### src/rtl/uart_tx.sv
// uart_tx: 8N1 UART transmitter, LSB first, paced by an oversampling baud tick.
// Debug ports expose the state, the tick counter and the data-bit index.
module uart_tx #(
    parameter int SAMPLE_RATE = 16,
    parameter int STOP_TICKS  = 16
) (
    input  logic       clk,
    input  logic       reset,
    input  logic       baud_rate_clk,
    input  logic       tx_start,
    input  logic [7:0] din,
    output logic       tx,
    output logic       tx_busy,
    output logic       tx_done,
    output logic [1:0] machine_state,
    output logic [4:0] tick,
    output logic [2:0] bit_num
);

    typedef enum logic [1:0] {
        IDLE  = 2'd0,
        START = 2'd1,
        DATA  = 2'd2,
        STOP  = 2'd3
    } state_t;

    localparam logic [4:0] BIT_LAST  = 5'(SAMPLE_RATE - 1);
    localparam logic [4:0] STOP_LAST = 5'(STOP_TICKS - 1);

    state_t     state;
    state_t     state_n;
    logic [4:0] tick_n;
    logic [2:0] bit_n;
    logic [7:0] shreg;
    logic [7:0] shreg_n;
    logic       tx_n;
    logic       done_n;

    assign tx_busy       = (state != IDLE);
    assign machine_state = state;

    // Next-state, counter and shift-register logic; tx is precomputed for the flop.
    always_comb begin
        state_n = state;
        tick_n  = tick;
        bit_n   = bit_num;
        shreg_n = shreg;
        done_n  = 1'b0;
        tx_n    = 1'b1;
        unique case (state)
            IDLE: begin
                if (tx_start) begin
                    shreg_n = din;
                    tick_n  = '0;
                    state_n = START;
                end
            end
            START: begin
                if (baud_rate_clk) begin
                    if (tick == BIT_LAST) begin
                        tick_n  = '0;
                        bit_n   = '0;
                        state_n = DATA;
                    end else begin
                        tick_n = tick + 5'd1;
                    end
                end
            end
            DATA: begin
                if (baud_rate_clk) begin
                    if (tick == BIT_LAST) begin
                        tick_n  = '0;
                        shreg_n = {1'b0, shreg[7:1]};
                        if (bit_num == 3'd7) begin
                            state_n = STOP;
                        end else begin
                            bit_n = bit_num + 3'd1;
                        end
                    end else begin
                        tick_n = tick + 5'd1;
                    end
                end
            end
            STOP: begin
                if (baud_rate_clk) begin
                    if (tick == STOP_LAST) begin
                        tick_n  = '0;
                        state_n = IDLE;
                        done_n  = 1'b1;
                    end else begin
                        tick_n = tick + 5'd1;
                    end
                end
            end
            default: begin
                state_n = IDLE;
            end
        endcase
        // line level follows the state being entered so tx stays a clean flop
        unique case (state_n)
            IDLE:    tx_n = 1'b1;
            START:   tx_n = 1'b0;
            DATA:    tx_n = shreg_n[0];
            STOP:    tx_n = 1'b1;
            default: tx_n = 1'b1;
        endcase
    end

    // State, counters, shift register and registered outputs.
    always_ff @(posedge clk) begin
        if (!reset) begin
            state   <= IDLE;
            tick    <= '0;
            bit_num <= '0;
            shreg   <= '0;
            tx      <= 1'b1;
            tx_done <= 1'b0;
        end else begin
            state   <= state_n;
            tick    <= tick_n;
            bit_num <= bit_n;
            shreg   <= shreg_n;
            tx      <= tx_n;
            tx_done <= done_n;
        end
    end

endmodule

### config.mk
export PLATFORM = sky130hd
export DESIGN_NAME = uart_tx
export DESIGN_NICKNAME = d
export VERILOG_FILES = /design/src/rtl/uart_tx.sv
export SDC_FILE = /design/constraint.sdc
export NUM_CORES = 1
export LEC_CHECK = 0
export ABC_AREA = 1
export CAP_MARGIN = 20
export CORE_MARGIN = 2
export CORE_UTILIZATION = 51
export CTS_CLUSTER_SIZE = 30
export DETAILED_ROUTE_END_ITERATION = 6
export PLACE_DENSITY = 0.91
export SLEW_MARGIN = 20
export SYNTH_ARGS = -nofsm -noshare
export SYNTH_HDL_FRONTEND = slang
export SYNTH_SLANG_ARGS = --single-unit
### constraint.sdc
create_clock -name clk -period 2.5 [get_ports clk]
set_input_delay 0.25 -clock clk [delete_from_list [all_inputs] [get_ports clk]]
set_output_delay 0.25 -clock clk [all_outputs]
set_load 0.01 [all_outputs]
==> Word-level counts from Yosys, hierarchy flattened <==
Cells that the tools add are included.
{ "word_totals": {"reg_bits": 20, "input_bits": 12, "output_inout_bits": 13, "elab_cells": 60} }
{ "op_classes": {"addsub": 2, "eq_ne": 15, "muxes": 25, "n_reduce_logical": 11} }
{ "op_table": {"columns": ["operator", "count"], "rows": [
  ["2-to-1 mux 8 bit", 3],
  ["2-to-1 mux 2 bit", 8],
  ["one-hot mux 8 bit (2 select lines)", 1],
  ["2-to-1 mux 3 bit", 5],
  ["2-to-1 mux 5 bit", 3],
  ["!= test 2 bit (second input constant)", 6],
  ["one-hot mux 5 bit (2 select lines)", 1],
  ["== test 2 bit (second input constant)", 4],
  ["one-hot mux 2 bit (4 select lines)", 1],
  ["one-hot mux 3 bit (2 select lines)", 1],
  ["AND reduction 6 bit", 1],
  ["nonzero test 2 bit", 3],
  ["adder 5 x 1 -> 5 bit (second input constant)", 1],
  ["== test 5 x 4 -> 1 bit (second input constant)", 1],
  ["== test 2 x 1 -> 1 bit (second input constant)", 2],
  ["zero test 2 bit", 2],
  ["AND reduction 4 bit", 1],
  ["adder 3 x 1 -> 3 bit (second input constant)", 1],
  ["== test 3 bit (second input constant)", 1],
  ["one-hot mux 1 bit (3 select lines)", 1],
  ["AND reduction 3 bit", 1],
  ["OR reduction 3 bit", 1],
  ["!= test 2 x 1 -> 1 bit (second input constant)", 1],
  ["AND reduction 2 bit", 1],
  ["other kinds (2)", 2]
]} }

==> Logic depth before layout (Yosys ltp) <==
Gate-level depths: netlist of the first run.
{ "logic_depth": {"ltp_word": 8, "ltp_mapped": 11, "ltp_nobuf": 10} }

==> Worst setup path before layout of the first run <==
No wires, ideal clock.
{ "synth_path": {"path_kind": "reg2reg", "startpoint": "reg tick[0]", "endpoint": "reg tx", "setup_time_ns": 0.116, "arrival_ns": 1.335, "required_ns": 2.384, "setup_slack_ns": 1.048, "path_stages_with_launch": 12, "n_path_buf": 1, "synth_period_minus_slack_ns": 1.452, "cell_sequence": "dfxtp_1 ha_1 nand2_1 nor2_2 buf_4 nand3_1 nand2_1 inv_1 nand2_1 nand3_1 nand2_1 nand2_1"} }
{ "synth_between": {"elab_chain_len": 7, "word_cells_on_any_way": 17, "classes_between": "eq/ne: 4; mux: 11; reduce/logical: 2"} }
{ "synth_rtl": {"columns": ["element", "line_no", "text"], "rows": [
  ["from (decl)", "16", "output logic [4:0] tick,"],
  ["from (signal assigned)", "120", "tick <= tick_n;"],
  ["== test 5 x 4 -> 1 bit *", "60, 71, 86", null],
  ["2-to-1 mux 2 bit, on equally long branches", "86, 60, 71", null],
  ["2-to-1 mux 2 bit, on equally long branches", "85, 59, 70", null],
  ["one-hot mux 2 bit (4 select lines)", "50", "unique case (state)"],
  ["== test 2 bit / zero test 2 bit (equally long branches)", "100", "unique case (state_n)"],
  ["OR reduction 2 bit (no line)", null, null],
  ["one-hot mux 1 bit (3 select lines) *", "100", null],
  ["to (signal assigned)", "123", "tx <= tx_n;"],
  ["to (decl)", "12", "output logic tx,"]
]} }
Mark *: on every way between the ends. The rest lies on a longest branch, timed or not. The select of a mux whose other input is x is not followed.
A chain may end at the register's enable or synchronous reset.

==> Worst setup path in the final report of the first run <==
{ "layout_path": {"startpoint": "reg tick[0]", "endpoint": "reg bit_num[0]"} }
{ "layout_between": {"elab_chain_len": 3, "word_cells_on_any_way": 4, "classes_between": "eq/ne: 3; reduce/logical: 1"} }
{ "layout_rtl": {"columns": ["element", "line_no", "text"], "rows": [
  ["== test 5 x 4 -> 1 bit *", "60, 71", null],
  ["!= test 2 bit (no line)", null, null],
  ["AND reduction 6 bit (no line) *", null, null],
  ["to (signal assigned)", "121", "bit_num <= bit_n;"],
  ["to (decl)", "17", "output logic [2:0] bit_num"]
]} }
Mark *: on every way between the ends. The rest lies on a longest branch, timed or not.

==> impl_metrics.csv, run 1 <==
group,metric,value,unit
outcome,outcome,"completed",
clocking,cts-htree-levels,1,
floorplan,floorplan.initialDensity,52.99,%
worst_setup_path,setup.worst_path.end_class,"register",
cells_and_area,layout.cells.non_filler,197,
floorplan,boundaryPins,25,
worst_setup_path,worstPathRequired,2710,ps
drt,final_antenna_net_count,0,
hold_path,worstHoldStart,"shreg[1]$_SDFFE_PN0P_",
clocking,clockRootBuffer,"clkbuf_4",
grt,largest_net_degree_at_the_start_of_global_routing,15,
clocking,cts.repair_timing.setup_buffer_count,0,
drt,number_of_vias_in_the_routed_layout,973,
clocking,cts.hold.buffers_added,0,
pwr,power_density,474.8,nW/µm²
cells_and_area,filler_cell_count_in_the_final_layout,176,
synth,synth_cell_type_count,24,
floorplan,floorplan.rows,16,
sta,setup_slack,623.5,ps
grt,initial_antenna_violation_count,0,
sta,fin_crit_sh,75.06,%
grt,number_of_global_route_vias_before_repair,952,
sta,timing.hold.ws,477.5,ps
sta,slew-limit-headroom,66.56,%
grt,grt_first_pass_wirelength,3705,µm
cells_and_area,multi_input_comb_area,521.8,µm²
drt,dr_drc_count,0,
hold_path,worstHoldPathType,"register to register",
worst_setup_path,arrival,2090,ps
worst_setup_path,startpoint_type,"register",
sta,tightestPinTransition,501.1,ps
placement,placed_cells,193,
cells_and_area,cell_area_after_layout,1318,µm²
worst_setup_path,timing.critical_path.fanout_max,11,
drt,first_pass_iters,4,
sta,period_minus_slack,1876,ps
pwr,power.leakage,0.5875,nW
floorplan,die_x,48.69,µm
sta,worst_clock_skew,4.369,ps
worst_setup_path,setup.worst_path.start,"tick[0]$_SDFFE_PN0P_",
sta,final-hold-violation-count,0,
cells_and_area,layout_commonest_cell,"nand2_1",
placement,post_dp_cell_area,1281,µm²
cells_and_area,fin_util,68.55,%
drt,routed_via_density,4.939,
floorplan,die_y,48.69,µm
cells_and_area,sequential_cell_area,400.4,µm²
worst_setup_path,rr_startpoint,"tick[0]$_SDFFE_PN0P_",
placement,routabilityCongestion,0.7908,
placement,dpl_worst_slack,653.8,ps
floorplan,core-area,1922,µm²
pwr,vdd_drop_max,0.3777,mV
synth,syn_area,1018,µm²
cells_and_area,commonest_cells_after_routing_fill_and_taps_aside,"33 x nand2_1, 24 x clkdlybuf4s50_1, 20 x dfxtp_1, 17 x inv_1",
sta,setup_viol_count_final,0,
sta,maxSlewViolCount,0,
drt,postRouteWirelength,2135,µm
sta,clock.fmax,532.9,MHz
placement,io_buffers,24,
worst_setup_path,critical_path_class,"register to register",
clocking,clkSinkCount,20,
sta,setup_repair_after_global_routing_missed_its_margin,"no",
sta,totalNegativeSetupSlack,0,ps
synth,synthesis.yosys.warnings,0,
drt,drtIter0Drc,13,
clocking,max-clock-path-buffers,2,
clocking,numCtsBuffers,3,
placement,hpwlAfterDp,1700,µm
clocking,cts_tree,"yes",
clocking,clock_pin_slew_on_the_worst_setup_and_hold_paths,110,ps
drt,wire_per_inst,10.84,µm
synth,synth_fp_nets,159,
synth,synth-seq-area-share,39.31,%
cells_and_area,n_antenna_cell,0,
synth,synth.ff_latch_count,20,
synth,gate_count_after_technology_mapping,144,
grt,grt.total_usage,19.32,%
cells_and_area,drive_gt1_share,11.18,%
pwr,p_total,0.6255,mW
clocking,postCtsResizedCells,0,
grt,grt_remaining_overflow,0,
cells_and_area,net_count_reported_at_finish,186,
job,max-cap-violations,0,
floorplan,die-area,2370,µm²
cells_and_area,synthToLayoutAreaGrowth,29.36,%
clocking,insertion_delay,310,ps
synth,synth.avg_cell_area,7.073,µm²
synthesized netlist by cell type (all sizes together):
cell type,instances,area share (%)
o211a,1,0.98
nor4,1,0.61
a21oi,13,6.4
a211oi,1,1.2
buf,1,0.74
nand2,35,13
o22ai,1,2.0
nand3,16,7.9
nand3b,1,0.74
clkbuf,1,0.37
ha,3,3.7
nor3,2,0.98
dfxtp,20,39
nor3b,1,1.2
nor2,20,9.3
o21ai,5,2.8
inv,22,8.4
sequential cells by signal (all words and copies together), names as in the netlist:
signal,flops
bit_num,3
machine_state,2
shreg,8
tick,5
tx,1
tx_done,1
power breakdown:
part           internal, mW  total, mW  switching [mW]
Combinational        0.0461     0.0950          0.0489
Sequential            0.332      0.341         0.00905
Clock                0.0891      0.190           0.101
Total                 0.467      0.626           0.159
worst paths after layout:
check | depth (start not counted) | endpoint | slack [ps]
hold / removal | 2 | shreg[1]$_SDFFE_PN0P_ | 480
setup / recovery | 7 | bit_num[0]$_SDFFE_PN0P_ | 620
setup reg to reg | 7 | bit_num[0]$_SDFFE_PN0P_ | 620
hold reg to reg | 2 | shreg[1]$_SDFFE_PN0P_ | 480
area by class of cell:
cell class	count	area share, %
inverter	22	6.458
sequential	20	30.39
clock buffer	4	2.754
tap	27	2.564
timing repair buffer	24	18.23
multi-input combinational	100	39.60
cell families after synthesis:
kind of cell / synth area share, %
compound gates: 13.39
simple gates: 34.15
fa+ha+maj: 3.686
buf+inv: 9.459
flops: 39.31
per-layer routing:
layer / vias to the layer above / global-route usage (%) / wire [µm]
met4: 0 / 7.143 / 40
met3: 5 / 1.852 / 47
met1: 433 / 22.42 / 960
met5: - / 0 / 0
met2: 19 / 36.30 / 1087
li1: 516 / - / -
critical path: stages, from the launching register on:
cell and delay, ps:
dfxtp_1 380, ha_1 190, nand2_1 90, nor2_2 420, nand2_1 200, nor2_2 240
o21ai_0 120, o211a_1 130
Note: power is estimated with default switching activity, not from simulation.
==> run 2: changes to the inputs <==
--- a/config.mk
+++ b/config.mk
@@ -8,10 +8,10 @@
 export ABC_AREA = 1
 export CAP_MARGIN = 20
 export CORE_MARGIN = 2
-export CORE_UTILIZATION = 51
+export CORE_UTILIZATION = 43
 export CTS_CLUSTER_SIZE = 30
 export DETAILED_ROUTE_END_ITERATION = 6
-export PLACE_DENSITY = 0.91
+export PLACE_DENSITY = 0.83
 export SLEW_MARGIN = 20
 export SYNTH_ARGS = -nofsm -noshare
 export SYNTH_HDL_FRONTEND = slang
==> constraint.sdc (replaced) <==
create_clock -name clk -period 1.6 [get_ports clk]
set_input_delay 0.16 -clock clk [delete_from_list [all_inputs] [get_ports clk]]
set_output_delay 0.16 -clock clk [all_outputs]
set_load 0.01 [all_outputs]
==> run 2 against run 1 <==
Effect of this change: global-route usage is 0.92 points lower; critical endpoint is now tx_busy; power grew 48%; clock skew decreased by 1.0 ps; count of clock-buffer cells in the layout is 1 lower.
==> impl_metrics.csv, run 2 (synthesized netlist as in run 1, its figures left out) <==
group,metric,value,unit
outcome,outcome,"completed",
sta,clock.fmax,644.8,MHz
cells_and_area,filler_cell_count_in_the_final_layout,206,
worst_setup_path,worst-r2r-cell-count,9,
cells_and_area,largest_register_ffs,8,
worst_setup_path,startpoint_type,"register",
floorplan,die_y,52.67,µm
cells_and_area,drive_gt1_share,16.18,%
worst_setup_path,rrSetupSlack,140,ps
hold_path,worstHoldPathType,"input pin to register",
clocking,numCtsBuffers,3,
hold_path,worstHoldStart,"din[7]",
drt,wire_per_inst,11.28,µm
sta,worst_clock_skew,3.360,ps
sta,final-hold-violation-count,0,
clocking,insertion_delay,300,ps
clocking,cts_tree,"yes",
worst_setup_path,worstPathCellList,"nor2_4 > inv_1 > clkdlybuf4s50_1",
cells_and_area,commonest_cells_after_routing_fill_and_taps_aside,"32 x nand2_1, 24 x clkdlybuf4s50_1, 17 x inv_1",
drt,number_of_vias_in_the_routed_layout,1012,
drt,postRouteWirelength,2268,µm
worst_setup_path,critical-path-max-stage-delay,530,ps
floorplan,boundaryPins,25,
grt,initial_antenna_violation_count,0,
grt,grt_remaining_overflow,0,
clocking,cts-htree-levels,1,
worst_setup_path,worst_setup_path_endpoint,"tx_busy",
placement,io_buffers,24,
placement,dpl_worst_slack,18.89,ps
worst_setup_path,setup.worst_path.start,"machine_state[1]$_SDFF_PN0_",
sta,period_minus_slack,1551,ps
cells_and_area,layout_commonest_cell,"nand2_1",
floorplan,core-area,2233,µm²
drt,drtIter0Drc,27,
pwr,power.leakage,0.6005,nW
floorplan,floorplan.initialDensity,45.60,%
cells_and_area,n_antenna_cell,0,
sta,setup_slack,49.07,ps
grt,grt.total_usage,18.40,%
clocking,clock_pin_slew_on_the_worst_setup_and_hold_paths,100,ps
worst_setup_path,setup.worst_path.end_class,"output port",
pwr,vdd_drop_max,0.4104,mV
sta,slew-limit-headroom,76.33,%
floorplan,floorplan.rows,17,
floorplan,die-area,2774,µm²
cells_and_area,top_reg_by_flops,"shreg",
sta,setup_viol_count_final,0,
worst_setup_path,arrival,1390,ps
sta,maxSlewViolCount,0,
drt,routed_via_density,5.035,
cells_and_area,multi_input_comb_area,536.8,µm²
clocking,clkSinkCount,20,
drt,first_pass_iters,4,
cells_and_area,reg_top3,"shreg: 8 flops, tick: 5 flops, bit_num: 3 flops",
floorplan,die_x,52.67,µm
grt,largest_net_degree_at_the_start_of_global_routing,12,
placement,hpwlAfterDp,1760,µm
worst_setup_path,critical_path_class,"register to output port",
drt,dr_drc_count,0,
sta,fin_crit_sh,96.93,%
sta,tightestPinTransition,354.7,ps
pwr,power_density,680.3,nW/µm²
cells_and_area,synthToLayoutAreaGrowth,33.66,%
clocking,max-clock-path-buffers,2,
cells_and_area,sequential_cell_area,407.9,µm²
worst_setup_path,crit-reg2reg-capture,"tx$_SDFF_PN1_",
grt,number_of_global_route_vias_before_repair,904,
placement,routabilityCongestion,0.8141,
cells_and_area,net_count_reported_at_finish,190,
placement,post_dp_cell_area,1305,µm²
grt,grt_first_pass_wirelength,3719,µm
job,max-cap-violations,0,
worst_setup_path,worstPathRequired,1440,ps
worst_setup_path,rr_startpoint,"tick[0]$_SDFFE_PN0P_",
cells_and_area,cell_area_after_layout,1361,µm²
clocking,clockRootBuffer,"clkbuf_4",
worst_setup_path,timing.critical_path.fanout_max,6,
worst_setup_path,critical_path.slowest_cell,"clkdlybuf4s50_1",
drt,final_antenna_net_count,0,
[run 2: worst min path at each step]
stage | end | slack, ps | cells after the start
floorplan | tick[2]$_SDFFE_PN0P_ | 300 | 2
global placement | shreg[1]$_SDFFE_PN0P_ | 450 | 2
detailed placement | shreg[1]$_SDFFE_PN0P_ | 450 | 2
CTS | shreg[7]$_SDFFE_PN0P_ | 430 | 3
global route | shreg[7]$_SDFFE_PN0P_ | 440 | 3
finish | shreg[7]$_SDFFE_PN0P_ | 450 | 3
[run 2: area by class of cell]
class	count	share of cell area, %
inverter	22	6.250
multi-input combinational	100	39.43
sequential	20	29.96
timing repair buffer	28	20.13
clock buffer	3	1.654
tap	28	2.574
[run 2: power breakdown]
| group | switching [mW] | internal, mW | total [mW] |
|---|---|---|---|
| combinational | 0.0810 | 0.0789 | 0.160 |
| sequential | 0.0146 | 0.519 | 0.533 |
| clock | 0.145 | 0.0878 | 0.233 |
[run 2: critical path: cells and delay by family (launching register included)]
family / cells / cell delay [ps]
buf+inv: 2 / 610
flops: 1 / 420
simple gates: 1 / 60
[run 2: timing repair]
| action | CTS | global route |
|---|---|---|
| hold buffers | 0 | 0 |
| pin swaps | 0 | 1 |
| resized for setup | 2 | 8 |
| setup endpoints to repair | 1 | 8 |
| buffers inserted | 0 | 1 |
| endpoints found under the hold margin | 0 | 0 |
[run 2: per-stage QoR]
stage	hold WS [ps]	instances	utilization, %	total power, mW	TNS (ps)
2_1_floorplan	301.8	144	-	0.6245	0
3_3_place_gp	452.8	197	58.43	0.6906	0
3_5_place_dp	454.6	197	58.43	0.6987	0
4_1_cts	434.7	200	59.55	0.9277	0
5_1_grt	440.1	201	60.95	0.9724	-5.753
6_report	445.8	201	60.95	0.9262	0
[run 2: per-layer routing]
layer | part of all wire [%] | track usage (%) | wire, µm | vias up
li1 | - | - | - | 521
met1 | 43 | 21.47 | 976 | 457
met2 | 51 | 32.50 | 1158 | 29
met3 | 4.2 | 3.429 | 95 | 5
met4 | 1.7 | 7.692 | 38 | 0
met5 | 0 | 0 | 0 | -
